--- src/rtl/imm_gen_pkg.sv ---
// imm_gen_pkg: shared opcodes, shift funct3 codes and the immediate-format enum
//   OP_*      : RV32I/RV64I major opcodes that carry an immediate
//   F3_SLL/SR : funct3 values that turn OP-IMM / OP-IMM-32 into shift-immediates
//   imm_type_e: 3-bit immediate format classification
package imm_gen_pkg;
    localparam logic [6:0] OP_LOAD   = 7'b0000011;
    localparam logic [6:0] OP_IMM    = 7'b0010011;
    localparam logic [6:0] OP_IMM32  = 7'b0011011;
    localparam logic [6:0] OP_JALR   = 7'b1100111;
    localparam logic [6:0] OP_STORE  = 7'b0100011;
    localparam logic [6:0] OP_BRANCH = 7'b1100011;
    localparam logic [6:0] OP_JAL    = 7'b1101111;
    localparam logic [6:0] OP_LUI    = 7'b0110111;
    localparam logic [6:0] OP_AUIPC  = 7'b0010111;
    localparam logic [2:0] F3_SLL    = 3'b001;
    localparam logic [2:0] F3_SR     = 3'b101;
    typedef enum logic [2:0] {
        IMM_NONE  = 3'd0,
        IMM_I     = 3'd1,
        IMM_SHAMT = 3'd2,
        IMM_S     = 3'd3,
        IMM_B     = 3'd4,
        IMM_J     = 3'd5,
        IMM_U     = 3'd6
    } imm_type_e;
endpackage

--- src/rtl/imm_decode.sv ---
// imm_decode: combinational immediate extraction and format classification
//   XLEN   : 32 or 64, width of the sign-extended immediate
//   i_inst : raw 32-bit instruction
//   o_imm  : immediate, sign-extended (shift amounts zero-extended) to XLEN
//   o_type : detected immediate format, IMM_NONE for opcodes without one
module imm_decode
    import imm_gen_pkg::*;
#(
    parameter int XLEN = 32
) (
    input  logic [31:0]     i_inst,
    output logic [XLEN-1:0] o_imm,
    output imm_type_e       o_type
);
    // Every format fits in 32 bits sign-extended; widening to XLEN is one signed cast.
    logic [31:0] w_imm32;
    logic        w_shift;
    logic [31:0] w_i_imm;
    logic [31:0] w_sh5;

    assign w_shift = (i_inst[14:12] == F3_SLL) || (i_inst[14:12] == F3_SR);
    assign w_i_imm = {{20{i_inst[31]}}, i_inst[31:20]};
    // Only shamt bits are kept so the SRAI/SRAIW funct7 bit inst[30] never reaches the output.
    assign w_sh5   = {27'd0, i_inst[24:20]};

    always_comb begin
        w_imm32 = 32'd0;
        o_type  = IMM_NONE;
        case (i_inst[6:0])
            OP_LOAD, OP_JALR: begin
                w_imm32 = w_i_imm;
                o_type  = IMM_I;
            end
            OP_IMM: begin
                w_imm32 = w_shift ? {26'd0, (XLEN == 64) ? i_inst[25] : 1'b0, i_inst[24:20]} : w_i_imm;
                o_type  = w_shift ? IMM_SHAMT : IMM_I;
            end
            OP_IMM32: begin
                if (XLEN == 64) begin
                    w_imm32 = w_shift ? w_sh5 : w_i_imm;
                    o_type  = w_shift ? IMM_SHAMT : IMM_I;
                end
            end
            OP_STORE: begin
                w_imm32 = {{20{i_inst[31]}}, i_inst[31:25], i_inst[11:7]};
                o_type  = IMM_S;
            end
            OP_BRANCH: begin
                w_imm32 = {{19{i_inst[31]}}, i_inst[31], i_inst[7], i_inst[30:25], i_inst[11:8], 1'b0};
                o_type  = IMM_B;
            end
            OP_JAL: begin
                w_imm32 = {{11{i_inst[31]}}, i_inst[31], i_inst[19:12], i_inst[20], i_inst[30:21], 1'b0};
                o_type  = IMM_J;
            end
            OP_LUI, OP_AUIPC: begin
                w_imm32 = {i_inst[31:12], 12'd0};
                o_type  = IMM_U;
            end
            default: ;
        endcase
    end

    assign o_imm = XLEN'($signed(w_imm32));
endmodule

--- src/rtl/imm_gen_pipe.sv ---
// imm_gen_pipe: registered immediate generator with valid/ready and a one-entry skid
//   clk, reset_n          : clock, asynchronous active-low reset
//   flush                 : synchronous kill of output and skid entries
//   in_valid/in_ready     : upstream handshake for inst_code and in_tag
//   out_valid/out_ready   : downstream handshake for Imm_out, imm_type, out_tag
//   Imm_out/imm_type      : decoded immediate and its format
//   out_tag               : opaque sideband travelling with each instruction
module imm_gen_pipe
    import imm_gen_pkg::*;
#(
    parameter int XLEN  = 32,
    parameter int TAG_W = 32
) (
    input  logic             clk,
    input  logic             reset_n,
    input  logic             flush,
    input  logic             in_valid,
    output logic             in_ready,
    input  logic [31:0]      inst_code,
    input  logic [TAG_W-1:0] in_tag,
    output logic             out_valid,
    input  logic             out_ready,
    output logic [XLEN-1:0]  Imm_out,
    output imm_type_e        imm_type,
    output logic [TAG_W-1:0] out_tag
);
    logic [XLEN-1:0]  w_imm;
    imm_type_e        w_type;
    logic             w_acc;
    logic             w_load;
    logic             r_out_valid;
    logic [XLEN-1:0]  r_out_imm;
    imm_type_e        r_out_type;
    logic [TAG_W-1:0] r_out_tag;
    logic             r_skid_valid;
    logic [XLEN-1:0]  r_skid_imm;
    imm_type_e        r_skid_type;
    logic [TAG_W-1:0] r_skid_tag;

    imm_decode #(.XLEN(XLEN)) u_dec (
        .i_inst (inst_code),
        .o_imm  (w_imm),
        .o_type (w_type)
    );

    // in_ready comes straight from the skid flag so it never depends on out_ready combinationally.
    assign w_acc  = in_valid & ~r_skid_valid;
    // Output register may take a new entry when empty or being drained this cycle.
    assign w_load = ~r_out_valid | out_ready;

    always_ff @(posedge clk or negedge reset_n) begin
        if (!reset_n) begin
            r_out_valid  <= 1'b0;
            r_out_imm    <= '0;
            r_out_type   <= IMM_NONE;
            r_out_tag    <= '0;
            r_skid_valid <= 1'b0;
            r_skid_imm   <= '0;
            r_skid_type  <= IMM_NONE;
            r_skid_tag   <= '0;
        end else if (flush) begin
            r_out_valid  <= 1'b0;
            r_skid_valid <= 1'b0;
        end else if (w_load) begin
            // Skid holds the older entry, so it has priority; w_acc is 0 whenever skid is occupied.
            r_out_valid  <= r_skid_valid | w_acc;
            r_skid_valid <= 1'b0;
            if (r_skid_valid) begin
                r_out_imm  <= r_skid_imm;
                r_out_type <= r_skid_type;
                r_out_tag  <= r_skid_tag;
            end else if (w_acc) begin
                r_out_imm  <= w_imm;
                r_out_type <= w_type;
                r_out_tag  <= in_tag;
            end
        end else if (w_acc) begin
            r_skid_valid <= 1'b1;
            r_skid_imm   <= w_imm;
            r_skid_type  <= w_type;
            r_skid_tag   <= in_tag;
        end
    end

    assign in_ready  = ~r_skid_valid;
    assign out_valid = r_out_valid;
    assign Imm_out   = r_out_imm;
    assign imm_type  = r_out_type;
    assign out_tag   = r_out_tag;
endmodule
--- config.mk ---
export PLATFORM = sky130hd
export DESIGN_NAME = imm_gen_pipe
export DESIGN_NICKNAME = d
export VERILOG_FILES = /design/src/rtl/imm_gen_pkg.sv /design/src/rtl/imm_decode.sv /design/src/rtl/imm_gen_pipe.sv
export SDC_FILE = /design/constraint.sdc
export NUM_CORES = 1
export LEC_CHECK = 0
export BUFFER_PORTS_ARGS = -buffer_cell sky130_fd_sc_hd__buf_4
export CAP_MARGIN = 20
export CORE_ASPECT_RATIO = 1.5
export CORE_UTILIZATION = 49
export DETAILED_ROUTE_END_ITERATION = 8
export GPL_TIMING_DRIVEN = 1
export PLACE_DENSITY_LB_ADDON = 0.05
export SLEW_MARGIN = 15
export SYNTH_ARGS = -nofsm -noshare
export SYNTH_HDL_FRONTEND = slang
export SYNTH_SLANG_ARGS = --single-unit
--- constraint.sdc ---
create_clock -name clk -period 1.8 [get_ports clk]
set_clock_uncertainty 0.15 [all_clocks]
set_input_delay 0.18 -clock clk [delete_from_list [all_inputs] [get_ports clk]]
set_output_delay 0.18 -clock clk [all_outputs]
set_load 0.01 [all_outputs]
# Yosys cells after proc, flatten, opt, wreduce, memory -nomap -nowiden
# Cells that the tools add are included.
[classes]
n_eq_ne = 10
n_mux = 15
bitwise_logic = 7
reduce_logical = 8
[ops]
columns = ["cell", "n"]
rows = [
  ["one-hot mux 32 bit (6 select lines)", 1],
  ["2-to-1 mux 32 bit", 5],
  ["== test 7 bit (second input constant)", 3],
  ["one-hot mux 3 bit (6 select lines)", 1],
  ["== test 7 x 5 -> 1 bit (second input constant)", 2],
  ["== test 7 x 6 -> 1 bit (second input constant)", 2],
  ["== test 7 x 2 -> 1 bit (second input constant)", 1],
  ["2-to-1 mux 3 bit", 2],
  ["AND reduction 3 bit", 2],
  ["2-to-1 mux 1 bit", 5],
  ["NOT 1 bit", 4],
  ["nonzero test 2 bit", 2],
  ["OR reduction 2 bit", 2],
  ["== test 3 x 1 -> 1 bit (second input constant)", 1],
  ["== test 3 bit (second input constant)", 1],
  ["nonzero test 3 bit", 1],
  ["2-to-1 mux 2 bit", 1],
  ["bitwise OR 1 bit", 2],
  ["bitwise AND 1 bit", 1],
  ["logical OR 1 bit", 1],
]
[word_totals]
register_bits = 136
in_bits = 69
output_inout_bits = 69
word_cells = 48

# Depth between registers and ports, before layout
# Gate-level depths: netlist (run 1).
[depth]
word_depth = 6
ltp_mapped = 8
depth_no_buf = 4

# Cells and area by module
# Synthesis (run 1) repeated with hierarchy kept, for this count alone.
[unflattened]
cells_unflattened = 442
area_unflattened_um2 = 6575.1
[by_module_without_submodules]
columns = ["mod", "instances", "cells_each", "area_each_um2"]
rows = [
  ["imm_gen_pipe", 1, 368, 6030.8],
  ["imm_decode", 1, 74, 544.3],
]

# Least setup slack after synthesis (run 1)
# Ideal clock, no wire load.
[synth_timing]
path_type = "register to register"
from = "reg r_skid_valid"
to = "reg r_skid_tag[10]"
setup_time_ns = 0.117
arrival_time_ns = 1.618
path_slack_ns = -0.085
stages_incl_launch_ff = 8
n_path_buf = 3
period_less_slack_ns = 1.885
path_cell_list = "dfrtp_1 > buf_2 > or3b_1 > or2_1 > clkbuf_1 > clkbuf_1 > nand2_1 > nand2_1"
[synth_between]
elab_chain_cells = 3
[synth_rtl]
columns = ["element", "line", "text"]
rows = [
  ["start, declared", "imm_gen_pipe.sv:35", "logic r_skid_valid;"],
  ["start signal, assigned", "imm_gen_pipe.sv:57", "r_skid_valid <= 1'b0;"],
  ["start signal, assigned", "imm_gen_pipe.sv:63", "r_skid_valid <= 1'b0;"],
  ["start signal, assigned", "imm_gen_pipe.sv:67", "r_skid_valid <= 1'b0;"],
  ["NOT 1 bit", "imm_gen_pipe.sv:47", "assign w_acc = in_valid & ~r_skid_valid;"],
  ["bitwise AND 1 bit", "imm_gen_pipe.sv:47", ""],
  ["AND reduction 3 bit (no source line)", "n/a", ""],
  ["end signal, assigned", "imm_gen_pipe.sv:81", "r_skid_tag <= in_tag;"],
  ["end, declared", "imm_gen_pipe.sv:38", "logic [TAG_W-1:0] r_skid_tag;"],
]
# Every way passes these cells.
# A chain may end at the register's enable or synchronous reset.

# Worst setup path in the final report (run 1)
[layout_timing]
from = "reg r_skid_valid"
to = "reg r_skid_imm[2]"
[layout_between]
elab_chain_cells = 3
[layout_rtl]
columns = ["element", "line", "text"]
rows = [
  ["NOT 1 bit", "imm_gen_pipe.sv:47", ""],
  ["bitwise AND 1 bit", "imm_gen_pipe.sv:47", ""],
  ["AND reduction 3 bit (no source line)", "n/a", ""],
  ["end signal, assigned", "imm_gen_pipe.sv:79", "r_skid_imm <= w_imm;"],
  ["end, declared", "imm_gen_pipe.sv:36", "logic [XLEN-1:0] r_skid_imm;"],
]
# Every way passes these cells.

==> results of run 1 <==
[timing repair]
item	CTS	global route
buffers inserted	0	5
endpoints found under the setup margin	17	53
hold endpoints to repair	256	0
pin swaps	0	1
hold buffers	57	0
resized for setup	1	9
[cell usage after synthesis, drive strengths merged (3+ instances only)]
cell type	count
a211oi	5
a21oi	8
a22oi	4
a311oi	9
a31oi	33
buf	28
clkbuf	22
dfrtp	136
inv	3
mux2i	34
nand2	177
nand2b	3
nand3	8
nor2	33
nor3	16
nor4	14
nor4b	6
o211ai	7
o21ai	65
o21bai	11
or3	3
[flip-flops by register name, summed over array words and instances (netlist names)]
signal / flops
r_skid_valid: 1
out_valid: 1
Imm_out: 32
r_skid_type: 3
r_skid_imm: 32
r_skid_tag: 32
imm_type: 3
out_tag: 32
[final timing paths]
check	start	slack, ps	depth (start not counted)	to
max reg2reg	r_skid_valid	100	5	r_skid_imm[2]
min in group asynchronous	reset_n	100	2	out_tag[23]
min	out_ready	30	3	r_skid_valid
max	r_skid_valid	100	5	r_skid_imm[2]
max in group asynchronous	reset_n	820	3	Imm_out[21]
min reg2reg	r_skid_tag[28]	320	2	r_skid_tag[28]
[layout make-up]
cell class,count,share of cell area (%)
repair buffers,247,24.9
inverters,3,0.126
well taps,153,2.14
clock inverters,15,1.72
clock buffers,17,4.76
flip-flops and latches,136,38.1
multi-input cells,455,28.3
[metal layers]
metal	vias up	global-route usage, %	share of wire (%)
li1	2680	-	-
met1	2733	30.9	41
met2	174	45.3	52
met3	29	6.80	4.9
met4	0	10.0	1.9
met5	-	0	0
[stage by stage]
stage          hold WS (ps)  instance area [um^2]  setup slack (ps)
6_report               33.0                  8930               104
4_1_cts                14.4                  8860              7.17
2_1_floorplan          -266                  6170             -1.66
5_1_grt                41.7                  8930              24.6
3_3_place_gp          -25.4                  7710              21.4
3_5_place_dp          -26.4                  7710             -36.7
[report_power, final]
| part | total [uW] | internal (uW) | switching [uW] | leakage [uW] |
|---|---|---|---|---|
| registers | 3830 | 3550 | 277 | 0.00172 |
| logic | 1540 | 804 | 733 | 0.00205 |
| clock network | 3380 | 2040 | 1340 | 0.000275 |
[kinds of logic after synthesis]
logic type / share of synthesized area, %
compound gates: 15.1
xor+xnor: 0.143
buf+inv: 3.97
flops: 55.4
mux: 5.72
simple gates: 19.7
[worst reg2reg max path, stage by stage (launching register included)]
cell and delay, ps:
dfrtp_2 430, or3b_4 410, or2_4 270, buf_12 170, nand2_1 70, o21ai_0 70
==> impl_metrics.yaml, run 1 <==
outcome:
  status: "finished, final reports clean"
timing:
  fin_crit_sh_pct: 94.2
  tns_ps: 0
  worst_pin_slew_ps: 464
  maxSlewHeadroom_pct: 69.1
  fmax_ghz: 0.590
  rsz0062_at_grt: "false"
  hold_viol_final: 0
  maxSlewViolCount: 0
  setup_violations: 0
  min_period_ps: 1700
setup_path:
  endpoint_kind: "flop"
  crit_chain: "or3b_4 -> or2_4 -> buf_12 -> nand2_1 -> o21ai_0"
  worstPathRequired_ps: 1930
  path_buf_inv: 1
  crit_path_top_delay_cell: "dfrtp_2"
  critPathMaxFanout: 29
  worstPathArrival_ps: 1820
  critPathMaxStageDelay_ps: 430
  crit_family: "simple AND/OR/NAND/NOR gates"
  startpoint_type: "flop"
  crit_type: "reg -> reg"
clocking:
  clkLatencyLatePin_ps: 410
  clock_sinks: 136
  htreeDepth: 4
  clk_path_buf_depth: 2
  root_buffer: "clkbuf_16"
  cts_tree: "done"
  clk_pin_slew_ps: 60
  numCtsBuffers: 17
logic_synthesis:
  async_flop_share_pct: 100
  ys_types: 47
  synth-edff-count: 0
  synthCells: 644
  synth_warnings: 0
  ys.flop_type: "dfrtp_1"
  ys_seq_elements: 136
  synth_area_leaders: "dfrtp_1 55%, nand2_1 11%, mux2i_1 5.5%"
  synth-seq-area-share_pct: 55.4
  postSynthAreaPerCell_um2: 9.55
  synth_top_area_share_pct: 55.4
  synth_nets: 713
  syn-cell-area_um2: 6150
  synth_top_cell_by_area: "dfrtp_1"
die:
  die_h_um: 139
  coreArea_um2: 12100
  initial_core_util_pct: 50.9
  pin_count: 138
  std_cell_rows: 49
  die_area_um2: 13000
  die_w_um: 93.5
global_routing:
  overflow: 0
  grt_pass1_vias: 5556
  grt_pass1_wl_um: 26500
  grt_max_degree: 43
  groute.usage.overall_pct: 26.2
  antenna_found_initial: 0
worst_hold_path:
  hp-class: "in -> reg"
detailed_routing:
  drt_iter0_markers: 230
  postRouteAntennaNets: 0
  drc_errors: 0
  via_per_inst: 5.47
  vias: 5616
  drt_pass1_iterations: 5
  routedWlPerCell_um: 16.0
  drt-total-wl_um: 16400
placed_design:
  place_inst: 932
  gp_congestion: 0.901
  hpwl_um: 10900
  portBuffers: 137
pwr:
  power_density_nw_per_um2: 978
  ir_drop_uv: 732
  finalPower_uw: 8740
  leakage_uw: 0.00405
final_layout:
  multi_input_area_um2: 2530
  layout.cells.non_filler: 1026
  nNetsFinal: 929
  syn_to_final_growth_pct: 45.3
  layout_common_cells: "177 x nand2_1, 170 x buf_4, 135 x dfrtp_1, 57 x dlygate4sd3_1, 49 x o21ai_0"
  num_antenna_cells: 0
  ff_latch_area_um2: 3400
  drive_gt1_share_pct: 27.8
  fillers: 880
  utilization_pct: 74.0
  mostFrequentLayoutCell: "nand2_1"
flow_run:
  max_cap_viol_count: 0
Power figures use the tool's default switching activity.
==> run 2, diff against run 1 <==
- MAX_ROUTING_LAYER: unset -> met4
- SLEW_MARGIN: 15 -> unset
==> run 2 against run 1 <==
Net effect: utilization shrank 0.17 points; wire length hardly changed; largest power group unchanged; sequential share of layout area rose by 0.086 points; highest routed layer unchanged.
==> impl_metrics.yaml, run 2 (synthesized netlist as in run 1, its figures left out) <==
timing:
  setup_violations: 0
  hold_viol_final: 0
  worst_pin_slew_ps: 468
  min_period_ps: 1700
  holdWs_ps: 35.7
  fmax_ghz: 0.588
  maxSlewHeadroom_pct: 68.8
  rsz0062_at_grt: "false"
  fin_crit_sh_pct: 94.5
  maxSlewViolCount: 0
outcome:
  status: "finished, final reports clean"
setup_path:
  worstPathArrival_ps: 1870
  critPathMaxFanout: 24
  worstReg2RegStart: "r_skid_valid"
  startpoint_type: "flop"
  startpoint: "r_skid_valid"
  endpoint_kind: "flop"
  worstPathRequired_ps: 1970
  crit_type: "reg -> reg"
die:
  die_area_um2: 13000
  die_h_um: 139
  initial_core_util_pct: 50.9
  coreArea_um2: 12100
  pin_count: 138
  die_w_um: 93.5
  std_cell_rows: 49
detailed_routing:
  drc_errors: 0
  drt_pass1_iterations: 5
  vias: 5591
  drt_iter0_markers: 240
  drt-total-wl_um: 16400
  routedWlPerCell_um: 16.0
  postRouteAntennaNets: 0
  via_per_inst: 5.45
pwr:
  finalPower_uw: 8730
  power_density_nw_per_um2: 979
  leakage_uw: 0.00404
  ir_drop_uv: 726
worst_hold_path:
  min_from: "out_ready"
  hp-class: "in -> reg"
final_layout:
  drive_gt1_share_pct: 27.8
  syn_to_final_growth_pct: 45.0
  mostFrequentLayoutCell: "nand2_1"
  nNetsFinal: 928
  fillers: 882
  num_antenna_cells: 0
  layout_common_cells: "177 x nand2_1, 170 x buf_4, 135 x dfrtp_1, 57 x dlygate4sd3_1, 49 x o21ai_0"
clocking:
  clk_path_buf_depth: 2
  clock_sinks: 136
  cts_tree: "done"
  clkLatencyLatePin_ps: 410
  clk_pin_slew_ps: 60
  htreeDepth: 4
  root_buffer: "clkbuf_16"
  numCtsBuffers: 17
placed_design:
  portBuffers: 137
  gp_congestion: 0.917
  hpwl_um: 10900
global_routing:
  grt_pass1_vias: 5554
  grt_max_degree: 43
  antenna_found_initial: 0
  grt_pass1_wl_um: 26500
  groute.usage.overall_pct: 27.0
  overflow: 0
flow_run:
  max_cap_viol_count: 0
-- run 2: path summary, 6_finish.rpt --
path / endpoint / slack, ps / depth (start not counted)
hold / removal: r_skid_valid / 40 / 3
min in group asynchronous: out_tag[22] / 100 / 2
hold reg to reg: r_skid_tag[19] / 320 / 2
max in group asynchronous: r_skid_imm[29] / 820 / 3
setup / recovery: r_skid_imm[12] / 100 / 6
setup reg to reg: r_skid_imm[12] / 100 / 6
-- run 2: what timing repair did --
action,in CTS,in global routing
gates cloned,0,0
endpoints found under the hold margin,256,0
buffers inserted,0,4
hold buffers,57,0
pin swaps,0,1
gates resized for setup,1,9
setup endpoints to repair,17,53
-- run 2: area by class of cell --
cell class	instances	area (um^2)	area share [%]
repair buffers	246	2200	24.7
inverters	3	11.3	0.126
flip-flops and latches	136	3400	38.2
clock buffers	17	425	4.77
multi-input cells	455	2530	28.4
clock inverters	15	154	1.73
well taps	153	191	2.15
-- run 2: critical path, stage by stage, from the launching register on --
cell	delay, ps
dfrtp_2	430
or3b_4	410
nor2_4	110
buf_12	140
buf_12	160
nor2_1	50
a31oi_1	160
-- run 2: layer usage --
metal  GRT usage [%]  vias up  wire (um)
met1            31.0     2701       6740
met5               -        -          0
met3            6.63       27        792
met4            10.0        0        298
met2            45.4      185       8620
li1                -     2678          -
-- run 2: power breakdown --
group	total (uW)	switching [uW]	internal (uW)	leakage, uW
combinational	1530	733	799	0.00205
clock	3370	1340	2040	0.000275
sequential	3830	278	3550	0.00172
-- run 2: metrics by stage --
step / instance area [um^2] / worst slack (ps) / utilization, % / TNS, ps / cells
floorplan: 6170 / -1.66 / - / -8.28 / 644
global placement: 7710 / 21.4 / 63.8 / 0 / 932
detailed placement: 7710 / -36.7 / 63.8 / -247 / 932
CTS: 8860 / 7.17 / 73.4 / 0 / 1021
global route: 8910 / 24.7 / 73.8 / 0 / 1025
finish: 8910 / 99.5 / 73.8 / 0 / 1025
